File: src/rtl/lvds_pkg.sv
// Shared constants and state type for the modem LVDS TX and RX paths.
package lvds_pkg;
  localparam int LVDS_WORD_BITS = 32;
  localparam int PAIRS_PER_WORD = LVDS_WORD_BITS / 2;
  localparam logic [1:0] I_SYNC = 2'b10;
  localparam logic [1:0] Q_SYNC = 2'b01;
  localparam logic [LVDS_WORD_BITS-1:0] IDLE_WORD = 32'h0;

  typedef enum logic {
    IDLE   = 1'b0,
    ACTIVE = 1'b1
  } lvds_state_t;
endpackage

File: src/rtl/lvds_tx.sv
// LVDS TX serializer: prefetches I/Q words from the TX FIFO, shifts them out MSB-first as DDR bit-pairs.
// Latency: first pair appears 3 cycles after a pull from idle; back-to-back words have no gap.
// Backpressure: one word in flight at most; FIFO starvation sends a 16-cycle all-zero slot and flags underrun.
module lvds_tx
  import lvds_pkg::*;
#(
  parameter int WORD_BITS  = LVDS_WORD_BITS,
  parameter bit FORCE_SYNC = 1'b1
) (
  input  logic                 i_ddr_clk,
  input  logic                 i_rst_b,
  input  logic                 i_tx_enable,
  input  logic                 i_fifo_empty,
  input  logic [WORD_BITS-1:0] i_fifo_data,
  output logic                 o_fifo_pull,
  output logic [1:0]           o_ddr_data,
  output logic                 o_busy,
  input  logic                 i_clear_underrun,
  output logic                 o_underrun
);

  localparam int PAIRS = WORD_BITS / 2;
  localparam int PW = (PAIRS > 1) ? $clog2(PAIRS) : 1;
  localparam logic [PW-1:0] LAST_PHASE = PW'(PAIRS - 1);

  lvds_state_t          state, state_nxt;
  logic [PW-1:0]        r_phase;
  logic [WORD_BITS-1:0] r_shift;
  logic [WORD_BITS-1:0] r_next;
  logic                 r_next_vld;
  logic                 r_pull_pend;
  logic                 r_underrun;
  logic                 last_pair;
  logic                 load_next;
  logic                 load_idle;

  function automatic logic [WORD_BITS-1:0] with_sync(input logic [WORD_BITS-1:0] w);
    logic [WORD_BITS-1:0] s;
    s = w;
    if (FORCE_SYNC) begin
      s[WORD_BITS-1 -: 2]   = I_SYNC;
      s[WORD_BITS/2-1 -: 2] = Q_SYNC;
    end
    return s;
  endfunction

  assign last_pair   = (r_phase == LAST_PHASE);
  assign o_fifo_pull = i_tx_enable & ~i_fifo_empty & ~r_next_vld & ~r_pull_pend;
  assign o_ddr_data  = r_shift[WORD_BITS-1 -: 2];
  assign o_underrun  = r_underrun;

  always_ff @(posedge i_ddr_clk or negedge i_rst_b) begin
    if (!i_rst_b) begin
      state <= IDLE;
    end else begin
      state <= state_nxt;
    end
  end

  always_comb begin
    state_nxt = state;
    case (state)
      IDLE:    if (i_tx_enable && r_next_vld) state_nxt = ACTIVE;
      ACTIVE:  if (last_pair && !i_tx_enable) state_nxt = IDLE;
      default: state_nxt = IDLE;
    endcase
  end

  // Loads only happen on word boundaries, so a disable never truncates a word.
  always_comb begin
    load_next = 1'b0;
    load_idle = 1'b0;
    o_busy    = 1'b0;
    case (state)
      IDLE: begin
        load_next = i_tx_enable & r_next_vld;
      end
      ACTIVE: begin
        o_busy = 1'b1;
        if (last_pair && i_tx_enable) begin
          load_next = r_next_vld;
          load_idle = ~r_next_vld;
        end
      end
      default: ;
    endcase
  end

  always_ff @(posedge i_ddr_clk or negedge i_rst_b) begin
    if (!i_rst_b) begin
      r_next      <= '0;
      r_next_vld  <= 1'b0;
      r_pull_pend <= 1'b0;
    end else begin
      r_pull_pend <= o_fifo_pull;
      if (r_pull_pend) begin
        r_next     <= i_fifo_data;
        r_next_vld <= 1'b1;
      end else if (load_next) begin
        r_next_vld <= 1'b0;
      end
    end
  end

  always_ff @(posedge i_ddr_clk or negedge i_rst_b) begin
    if (!i_rst_b) begin
      r_shift <= '0;
      r_phase <= '0;
    end else if (load_next) begin
      r_shift <= with_sync(r_next);
      r_phase <= '0;
    end else if (load_idle) begin
      r_shift <= WORD_BITS'(IDLE_WORD);
      r_phase <= '0;
    end else if (state == ACTIVE) begin
      r_shift <= r_shift << 2;
      r_phase <= r_phase + PW'(1);
    end
  end

  // A set on the same edge as a clear takes priority so no underrun is missed.
  always_ff @(posedge i_ddr_clk or negedge i_rst_b) begin
    if (!i_rst_b) begin
      r_underrun <= 1'b0;
    end else if (load_idle) begin
      r_underrun <= 1'b1;
    end else if (i_clear_underrun) begin
      r_underrun <= 1'b0;
    end
  end

endmodule

File: config.mk
export PLATFORM = sky130hd
export DESIGN_NAME = lvds_tx
export DESIGN_NICKNAME = d
export VERILOG_FILES = /design/src/rtl/lvds_pkg.sv /design/src/rtl/lvds_tx.sv
export SDC_FILE = /design/constraint.sdc
export NUM_CORES = 1
export LEC_CHECK = 0
export BUFFER_PORTS_ARGS = -buffer_cell sky130_fd_sc_hd__buf_2
export CAP_MARGIN = 0
export CORE_MARGIN = 2
export CORE_UTILIZATION = 45
export DETAILED_ROUTE_END_ITERATION = 16
export GPL_ROUTABILITY_DRIVEN = 0
export SLEW_MARGIN = 20
export SYNTH_ARGS = -nofsm -noshare
export SYNTH_HDL_FRONTEND = slang
export SYNTH_SLANG_ARGS = --single-unit
File: constraint.sdc
create_clock -name i_ddr_clk -period 2.17 [get_ports i_ddr_clk]
set_clock_uncertainty 0.1 [all_clocks]
set_input_delay 0.3255 -clock i_ddr_clk [delete_from_list [all_inputs] [get_ports i_ddr_clk]]
set_output_delay 0.3255 -clock i_ddr_clk [all_outputs]
set_load 0.03 [all_outputs]
Yosys cells after proc, flatten, opt, wreduce, memory -nomap -nowiden
Index checks and enable logic that the tools add are counted.
{"block": "totals", "reg_bits": 70, "latchBits": 0, "ramBits": 0, "rom_bits": 0, "input_bits": 37, "output_inout_bits": 5, "elab_cells": 42, "mem_count": 0}
{"block": "classes", "addsub": 1, "multipliers": 0, "div_mod_pow": 0, "magnitude_cmp": 0, "eq_ne": 1, "n_shift": 0, "muxes": 18, "bitwise": 8, "reduce_logical": 7}
{"op": "32-bit 2-to-1 mux", "count": 3}
{"op": "4-bit 2-to-1 mux", "count": 3}
{"op": "1-bit 2-to-1 mux", "count": 10}
{"op": "4-bit by 1-bit adder with 4-bit output, second input constant", "count": 1}
{"op": "1-bit bitwise AND", "count": 4}
{"op": "4-bit equality test, second input constant", "count": 1}
{"op": "1-bit NOT", "count": 4}
{"op": "1-bit one-hot mux with 2 select lines", "count": 2}
{"op": "2-bit nonzero test", "count": 2}
{"op": "1-bit logical AND", "count": 3}
{"op": "3-bit nonzero test", "count": 1}
{"op": "1-bit zero test", "count": 1}

Depth between registers and ports, before layout
{"block": "logic_depth", "depth_word": 6, "mapped_depth": 6, "ltp_nobuf": 4}

Least setup slack after synthesis
OpenSTA, ideal clock, no wires.
{"block": "synth_timing", "path_type": "flip-flop to output port", "start": "register r_pull_pend", "end": "output port o_fifo_pull", "t_arrival_ns": 1.349, "required_time_ns": 1.745, "path_slack_ns": 0.396, "stages_incl_launch_ff": 3, "path_buffers": 1, "path_cell_list": "dfrtp_1 -> clkbuf_1 -> nor3_1"}
{"block": "synth_between", "elab_chain_cells": 2}
{"element": "start, declared", "line_no": "lvds_tx.sv:31", "text": "logic r_pull_pend;"}
{"element": "start signal, assigned", "line_no": "lvds_tx.sv:95", "text": "r_pull_pend <= o_fifo_pull;"}
{"element": "1-bit NOT", "line_no": "lvds_tx.sv:48", "text": "assign o_fifo_pull = i_tx_enable & ~i_fifo_empty & ~r_next_vld & ~r_pull_pend;"}
{"element": "1-bit bitwise AND", "line_no": "lvds_tx.sv:48"}
{"element": "end, declared", "line_no": "lvds_tx.sv:15", "text": "output logic o_fifo_pull,"}
No other way between the ends.

Worst setup path in the final report
{"block": "layout_timing", "start": "register state", "end": "output port o_busy"}
{"block": "layout_between", "elab_chain_cells": 1}
{"element": "start, declared", "line_no": "lvds_tx.sv:26", "text": "lvds_state_t state, state_nxt;"}
{"element": "start signal, assigned", "line_no": "lvds_tx.sv:56", "text": "state <= state_nxt;"}
{"element": "1-bit 2-to-1 mux", "line_no": "lvds_tx.sv:74", "text": "case (state)"}
{"element": "end, declared", "line_no": "lvds_tx.sv:17", "text": "output logic o_busy,"}
No other way between the ends.

==> reports/metrics.csv <==
metric,value,unit
setup_viol,0,
pwr-share-clk,21.2,%
cts_sinks,68,
fin_setup_tns,0,ns
critPathSlowestCell,buf_4,
cp-start-kind,flop,
maxCapViolCount,0,
grt_pass1_vias,1978,
io_buffers,37,
clk_pin_slew,0.07,ns
synth.largest_area_cell,dfrtp_1,
io_pins,42,
cts_max_path_buffers,2,
combPwrFrac,30.3,%
worstPathRequired,1.74,ns
final_common_cell,dfrtp_1,
cts_resized,0,
wire_per_inst,16.44,um
viasPerCell,5.743,
drt-pass1-iter-count,4,
r2r_setup_slack,0.39,ns
ys_warn_count,0,
status,"complete, no violations",
post-route-period-util,88.09,%
p_leak,1.699,nW
clock-root-buffer,clkbuf_8,
row_count,29,
cts_tree,done,
cts-buffers-inserted,9,
netlist_instances,234,
drt_iter0_markers,174,
relSlewSlack,63.30,%
grt_max_degree,69,
antenna_cells,0,
via_count,2033,
drc,0,
p_per_area,1224,nW/um^2
holdPathEnd,r_pull_pend,
clk_latency,0.34,ns
syn_avg_cell_area,13.01,um^2
start_util,47.13,%
grt_pass1_wl,10.09,mm
hp-start,i_fifo_empty,
crit_arrival,1.49,ns
hold_path.class,input port to flop,
antenna_found_initial,0,
dieArea,7439,um^2
reg2reg_from,r_phase[0],
hpwl,3.737,mm
ant_nets,0,
rsz0062_at_grt,no,
worst_pin_slew,0.5504,ns
worstPathCellList,buf_4 -> buf_2,
htree_levels,3,
p_total,0.004294,W
syn_area,3044,um^2
path_max_fanout,37,
synth-seq-area-share,55.90,%
hold_depth,2,
layout_common_cells,"dfrtp_1 (68), buf_2 (37), mux2_2 (29)",
die_y,86.25,um
path_class,flop to primary output,
endpoint_kind,primary output,
synth_nets,272,
max_freq,0.5231,GHz
area_growth,15.21,%
netlist_top_cells_area,"dfrtp_1 (56%), mux2_2 (11%), mux2i_1 (8.5%)",
crit_start,state,
die_x,86.25,um
switching_share,32.07,%
hold_violations,0,
drive_gt1_share,34.66,%
worstRegToRegCells,5,
fp.coreArea,6459,um^2
r2r_end,r_phase[0],
seq_power_share,48.6,%
max-vdd-ir-drop,0.0006553,V
ys_types,32,
synth-seq-cells,68,
synth_top_area_share,55.90,%
p_switching,0.001377,W
nNetsFinal,311,
slew_viol_final,0,
grt_usage,18.02,%
routed_wl,5.821,mm
slowest_delay,0.48,ns
min_period,1.912,ns
fill_cells,586,
grt-ovfl-total,0,
internal_power,0.002917,W
==> what timing repair did <==
action | in CTS | in global routing
hold buffers | 1 | 0
setup buffers | 0 | 0
hold endpoints to repair | 68 | 0
==> kinds of logic after synthesis <==
logic type | synth area share [%]
compound gates | 16.52
xor+xnor | 0.5755
fa+ha+maj | 0.4109
buf+inv | 3.904
flops | 55.90
mux | 19.28
simple gates | 3.411
==> state kept, by name, summed over array words and instances (netlist names) <==
register / count
r_next_vld: 1
r_phase: 4
r_shift: 32
r_next: 28
o_underrun: 1
r_pull_pend: 1
state: 1
==> cell usage after synthesis <==
cell type and n:
a21boi_1 1, a21o_1 3, a21oi_1 2, a22o_1 4
a311o_1 2, and2_1 1, and3_1 1, buf_1 4
buf_2 11, buf_4 3, clkbuf_1 5, dfrtp_1 68
ha_1 1, inv_1 1, inv_2 1, mux2_2 29
mux2i_1 26, nand2_1 1, nand2b_1 1, nand3_1 1
nand3_2 1, nor2_1 3, nor2b_1 2, nor3_1 1
nor3_4 1, nor3b_1 2, o211ai_1 27, o21ai_0 2
o31ai_1 26, or3_1 1, xnor2_1 1, xor2_1 1
==> area by class of cell <==
cell class                      count  area [um^2]  share of cell area [%]
Timing Repair Buffer               51        305.3                   8.705
Inverter                            2        7.507                  0.2141
Clock inverter                      2        10.01                  0.2854
Multi-Input combinational cell    141         1227                   35.00
Tap cell                           77        96.34                   2.747
Clock buffer                       13        158.9                   4.531
Sequential cell                    68         1702                   48.52
==> through the flow <==
step / worst slack [ns] / hold slack [ns] / utilization, % / area, um^2 / instances
finish: 0.2584 / 0.04220 / 54.30 / 3507 / 354
global route: 0.1464 / 0.02281 / 54.30 / 3507 / 354
CTS: 0.2460 / 0.03431 / 54.30 / 3507 / 354
detailed placement: 0.4014 / 0.2758 / 51.53 / 3328 / 338
global placement: 0.4247 / 0.2800 / 51.53 / 3328 / 338
floorplan: 0.3957 / -0.07009 / - / 3044 / 234
==> per-layer routing <==
metal,GRT usage (%),vias to the layer above,wire length (um)
met1,24.15,1010,2808
li1,-,966,-
met2,26.92,46,2647
met4,4.688,0,87
met5,0,-,0
met3,8.095,11,277
==> how the worst max path moves through the flow <==
stage | end | slack (ns) | depth (start not counted)
finish | o_busy | 0.26 | 2
global route | o_fifo_pull | 0.15 | 3
CTS | o_busy | 0.25 | 2
detailed placement | r_phase[0] | 0.40 | 5
global placement | r_phase[0] | 0.42 | 5
floorplan | o_fifo_pull | 0.40 | 2
==> worst max-delay path, delay by kind of cell, from the launching register on <==
family                 cells  cell delay, ns
DFF                        1            0.36
buffers and inverters      2            0.78
==> power groups by stage <==
| stage | sequential [W] | combinational, W | clock, W |
|---|---|---|---|
| after detailed placement | 0.00211 | 0.00131 | 0 |
| after floorplan | 0.00202 | 0.00105 | 0 |
| after CTS | 0.00209 | 0.00132 | 0.000930 |
| after global placement | 0.00210 | 0.00128 | 0 |
| final | 0.00209 | 0.00130 | 0.000909 |
| after global routing | 0.00216 | 0.00145 | 0.00102 |
Power figures use the tool's default switching activity.
